===== src/rtl/regfile_wb_scheduler.sv =====
// Writeback scheduler and scoreboard for the integer register file.
// Arbitrates the single register-file write port between the ALU and LSU
// writeback channels (round-robin, valid/ready). It registers the winning
// write onto the port and keeps a per-register busy bit that decode uses to
// detect read-after-write hazards.
module regfile_wb_scheduler #(
  parameter int REGF_WIDTH = 32,
  parameter int REGF_DEPTH = 32
) (
  input  logic                  clk,
  input  logic                  rst,
  input  logic                  flush,
  input  logic                  alloc_valid,
  input  logic [4:0]            alloc_addr,
  input  logic                  alu_valid,
  output logic                  alu_ready,
  input  logic [4:0]            alu_addr,
  input  logic [REGF_WIDTH-1:0] alu_data,
  input  logic                  lsu_valid,
  output logic                  lsu_ready,
  input  logic [4:0]            lsu_addr,
  input  logic [REGF_WIDTH-1:0] lsu_data,
  output logic                  reg_write,
  output logic [4:0]            waddr,
  output logic [REGF_WIDTH-1:0] wdata,
  input  logic [4:0]            raddr1,
  input  logic [4:0]            raddr2,
  output logic                  hazard1,
  output logic                  hazard2,
  output logic [REGF_DEPTH-1:0] busy
);

  typedef enum logic {
    GRANT_ALU = 1'b0,
    GRANT_LSU = 1'b1
  } grant_e;

  grant_e                  last_grant_q, last_grant_d;
  logic                    reg_write_q, reg_write_d;
  logic [4:0]              waddr_q, waddr_d;
  logic [REGF_WIDTH-1:0]   wdata_q, wdata_d;
  logic [REGF_DEPTH-1:0]   busy_q, busy_d;

  logic                    grant_alu;
  logic                    grant_lsu;
  logic [4:0]              sel_addr;
  logic [REGF_WIDTH-1:0]   sel_data;

  // Round-robin grant: a lone requester wins, a tie goes to the channel that
  // did not win last time; flush blocks every transfer for its cycle.
  always_comb begin
    grant_alu    = 1'b0;
    grant_lsu    = 1'b0;
    last_grant_d = last_grant_q;
    if (!flush) begin
      grant_alu = alu_valid && (!lsu_valid || (last_grant_q == GRANT_LSU));
      grant_lsu = lsu_valid && (!alu_valid || (last_grant_q == GRANT_ALU));
    end
    if (grant_alu) begin
      last_grant_d = GRANT_ALU;
    end else if (grant_lsu) begin
      last_grant_d = GRANT_LSU;
    end
    alu_ready = grant_alu;
    lsu_ready = grant_lsu;
  end

  // Output stage: load the accepted write; writes to x0 complete the
  // handshake but never reach the port, and address/data hold when idle.
  always_comb begin
    sel_addr    = grant_alu ? alu_addr : lsu_addr;
    sel_data    = grant_alu ? alu_data : lsu_data;
    reg_write_d = (grant_alu || grant_lsu) && (sel_addr != 5'd0);
    waddr_d     = waddr_q;
    wdata_d     = wdata_q;
    if (reg_write_d) begin
      waddr_d = sel_addr;
      wdata_d = sel_data;
    end
  end

  // Scoreboard: clear on the committing edge, set on allocation (set wins a
  // same-register collision), flush wipes everything and drops the alloc.
  always_comb begin
    busy_d = busy_q;
    if (reg_write_q) begin
      busy_d[waddr_q] = 1'b0;
    end
    if (alloc_valid && (alloc_addr != 5'd0)) begin
      busy_d[alloc_addr] = 1'b1;
    end
    if (flush) begin
      busy_d = '0;
    end
    busy_d[0] = 1'b0;
  end

  // State registers; reset drops any pending write and all busy bits at once.
  always_ff @(posedge clk or posedge rst) begin
    if (rst) begin
      last_grant_q <= GRANT_LSU;
      reg_write_q  <= 1'b0;
      waddr_q      <= '0;
      wdata_q      <= '0;
      busy_q       <= '0;
    end else begin
      last_grant_q <= last_grant_d;
      reg_write_q  <= reg_write_d;
      waddr_q      <= waddr_d;
      wdata_q      <= wdata_d;
      busy_q       <= busy_d;
    end
  end

  assign reg_write = reg_write_q;
  assign waddr     = waddr_q;
  assign wdata     = wdata_q;
  assign busy      = busy_q;
  assign hazard1   = busy_q[raddr1];
  assign hazard2   = busy_q[raddr2];

endmodule


===== config.mk =====
export PLATFORM = sky130hd
export DESIGN_NAME = regfile_wb_scheduler
export DESIGN_NICKNAME = d
export VERILOG_FILES = /design/src/rtl/regfile_wb_scheduler.sv
export SDC_FILE = /design/constraint.sdc
export NUM_CORES = 1
export LEC_CHECK = 0
export ABC_AREA = 1
export CORE_MARGIN = 4
export CORE_UTILIZATION = 47
export DETAILED_ROUTE_END_ITERATION = 16
export GPL_ROUTABILITY_DRIVEN = 0
export PLACE_DENSITY = 0.86
export SLEW_MARGIN = 20
export SYNTH_ARGS = -nofsm -noshare
export SYNTH_HDL_FRONTEND = slang
export SYNTH_SLANG_ARGS = --single-unit

===== constraint.sdc =====
create_clock -name clk -period 6.02 [get_ports clk]
set_input_delay 1.204 -clock clk [delete_from_list [all_inputs] [get_ports clk]]
set_output_delay 1.204 -clock clk [all_outputs]
set_load 0.005 [all_outputs]

==> results.py <==
metrics = {
    "setup_path": {
        "critical_path_required_ns": 4.82,
        "crit_chain": "clkdlybuf4s50_1 -> inv_1 -> nand2_1 -> o211ai_1 -> nand3_1 -> nand3_1 -> nand2_1 -> nand2_1 -> nand2_1 -> clkdlybuf4s50_1",
        "setup.reg_to_reg.worst_slack_ns": 3.24,
        "worstPathMaxFanout": 18,
        "worst_path_max_delay_cell": "clkdlybuf4s50_1",
        "worst_setup_path_start_kind": "input pin",
        "worstSetupPathType": "input pin to primary output",
        "crit_arrival_ns": 3.50,
        "end_kind": "primary output",
        "critical-path-max-stage-delay_ns": 0.86,
        "critical_path.most_common_cell": "nand2_1",
    },
    "synthesis": {
        "average_instance_area_after_synthesis_um2": 6.684,
        "syn_nets": 717,
        "synth_most_common_cell": "nand2_1",
        "synthesis.area_um2": 4158,
        "synth-async-reset-ratio_pct": 100.0,
        "synth_top_cells_by_area": "dfrtp_1, nand2_1, nand3_1, a21oi_1, o21ai_0",
        "netlist-cell-type-count": 23,
        "synthFlopType": "dfrtp_1",
        "number_of_synthesized_flops_with_an_enable_pin": 0,
        "yosys_warnings": 0,
        "part_of_the_yosys_area_used_for_sequential_elements_pct": 42.16,
        "synth_cells": 622,
        "ys_seq_elements": 70,
        "synth_top_cell_by_area": "dfrtp_1",
        "netlist.area_leader.share_pct": 41.53,
        "yosys-top-cells-count": "nand2_1, nand3_1, dfrtp_1",
    },
    "timing": {
        "fin_worst_hold_slack_ns": 0.4739,
        "rsz_0062_raised_after_global_routing": "false",
        "worst_slew_pin_slew_ns": 1.031,
        "timing.slew.headroom_pct": 30.71,
        "finalClockSkew_ns": 0.006340,
        "final.period_utilization_pct": 78.21,
        "report.final.setup_viol": 0,
        "setup_slack_ns": 1.312,
        "timing.final.crit_period_ns": 4.708,
        "sum_of_negative_setup_slack_ns": 0,
        "timing.fmax_mhz": 212.4,
        "finalHoldViolations": 0,
        "finalMaxSlewViolations": 0,
    },
    "clock_network": {
        "numClockSinks": 70,
        "clk_path_buf_depth": 2,
        "cts_tree": "done",
        "post_cts_hold_buffer_count": 0,
        "cts-buffers-inserted": 9,
        "cts-htree-levels": 3,
        "clock_tree.root_cell": "clkbuf_8",
        "cts_post_setup_buffers_inserted": 0,
        "cts_resized": 0,
        "cts.clk_slew.worst_paths_ns": 0.07,
        "clock_insertion_delay_worst_skew_ns": 0.34,
    },
    "global_route": {
        "grt_start_max_net_pins": 71,
        "grt_antenna_before_repair": 0,
        "first_global_vias": 4750,
        "global_route_wire_length_before_repair_mm": 22.07,
        "grt_overflow_total": 0,
        "grtUsageTotal_pct": 26.58,
    },
    "power": {
        "power_leakage_nw": 2.894,
        "power_per_cell_area_nw_per_um2": 243.5,
        "p_total_mw": 1.484,
        "irDropWorstVdd_v": 0.0001436,
    },
    "detailed_routing": {
        "vias_per_instance": 5.355,
        "routed_wl_mm": 13.89,
        "wl_per_cell_um": 15.66,
        "remaining_drc_errors": 0,
        "final_antenna_net_count": 0,
        "vias": 4750,
        "drt_pre_antenna_iters": 5,
        "drtIter0Drc": 301,
    },
    "final_layout": {
        "fin_nets": 869,
        "flow.area_growth_from_synthesis_pct": 46.55,
        "drive_above_1_share_pct": 3.594,
        "count_of_placed_standard_cells_in_the_final_layout_fillers_left_out": 887,
        "n_antenna_cell": 0,
        "fin_util_pct": 70.21,
        "fin_area_um2": 6093,
    },
    "placement": {
        "instance_count_after_placement_with_tap_cells_included": 871,
        "detailed_place.area_um2": 5832,
        "place.port_buffers": 167,
        "hpwlAfterDp_mm": 10.33,
        "placement.setup.worst_slack_ns": 1.389,
    },
    "floorplanning": {
        "dieWidth_um": 102.1,
        "die_h_um": 102.1,
        "design.portCount": 169,
        "coreArea_um2": 8678,
        "design.die.area_um2": 10420,
        "starting_density_of_the_core_pct": 47.91,
        "std_cell_rows": 34,
    },
    "run_status": {
        "outcome": "finished, final reports clean",
    },
    "flow_run": {
        "cap_viol_max_count": 0,
    },
    "min_path": {
        "min-delay-path-class": "register to register",
    },
}
state kept, by name, indices dropped and copies added, names as in the netlist:
name          count
last_grant_q      1
wdata            32
waddr             5
busy             31
reg_write         1
layout by cell type, fill, tap and decap left out, types with 3 or more instances in the layout:
cell type | netlist | routed
nand2_1 | 293 | 293
clkdlybuf4s50_1 | 0 | 167
nand3_1 | 95 | 95
dfrtp_1 | 69 | 69
inv_1 | 39 | 38
o21ai_0 | 31 | 31
a21oi_1 | 31 | 31
nor3_1 | 12 | 12
clkbuf_8 | 0 | 9
o211ai_1 | 6 | 6
bufinv_16 | 0 | 4
buf_4 | 1 | 4
inv_2 | 2 | 3
nor2_1 | 3 | 3
critical path, delay by kind of cell:
kind            cells  cell delay (ns)
simple gates        6             0.48
compound gates      1             0.09
buf+inv             3             1.73
path summary, 6_finish.rpt:
path	cells after the start	from	endpoint
worst max register to register	10	last_grant_q	wdata[2]
min in group asynchronous	3	rst	wdata[27]
worst min-delay path	2	wdata[8]	wdata[8]
worst max-delay path	10	raddr1[0]	hazard1
max in group asynchronous	3	rst	wdata[22]
worst min register to register	2	wdata[8]	wdata[8]
power breakdown:
part	total (mW)	internal (mW)	switching, mW
combinational	0.411	0.214	0.197
clock	0.495	0.317	0.178
sequential	0.578	0.531	0.0470
total	1.48	1.06	0.422
cell families after synthesis:
family                 share of synthesized area (%)
AO/OA/AOI/OAI                                  9.389
buffers and inverters                          7.614
flip-flops                                     42.16
other                                        0.09019
AND/OR/NAND/NOR                                40.75
layer usage:
layer  up-vias  GRT usage [%]  part of all wire, %
li1       2301              -                    -
met1      2137          30.72                   36
met2       285          45.68                   49
met3        27          8.055                   13
met4         0          11.40                  1.9
met5         -              0                    0
area by class of cell:
class / count / area, um^2
repair buffers: 171 / 1702
clock buffers: 10 / 127.6
well taps: 108 / 135.1
inverters: 41 / 153.9
fillers: 712 / 2585
clock inverters: 6 / 133.9
multi-input cells: 481 / 2088
flip-flops and latches: 70 / 1753
Power figures use the tool's default switching activity.
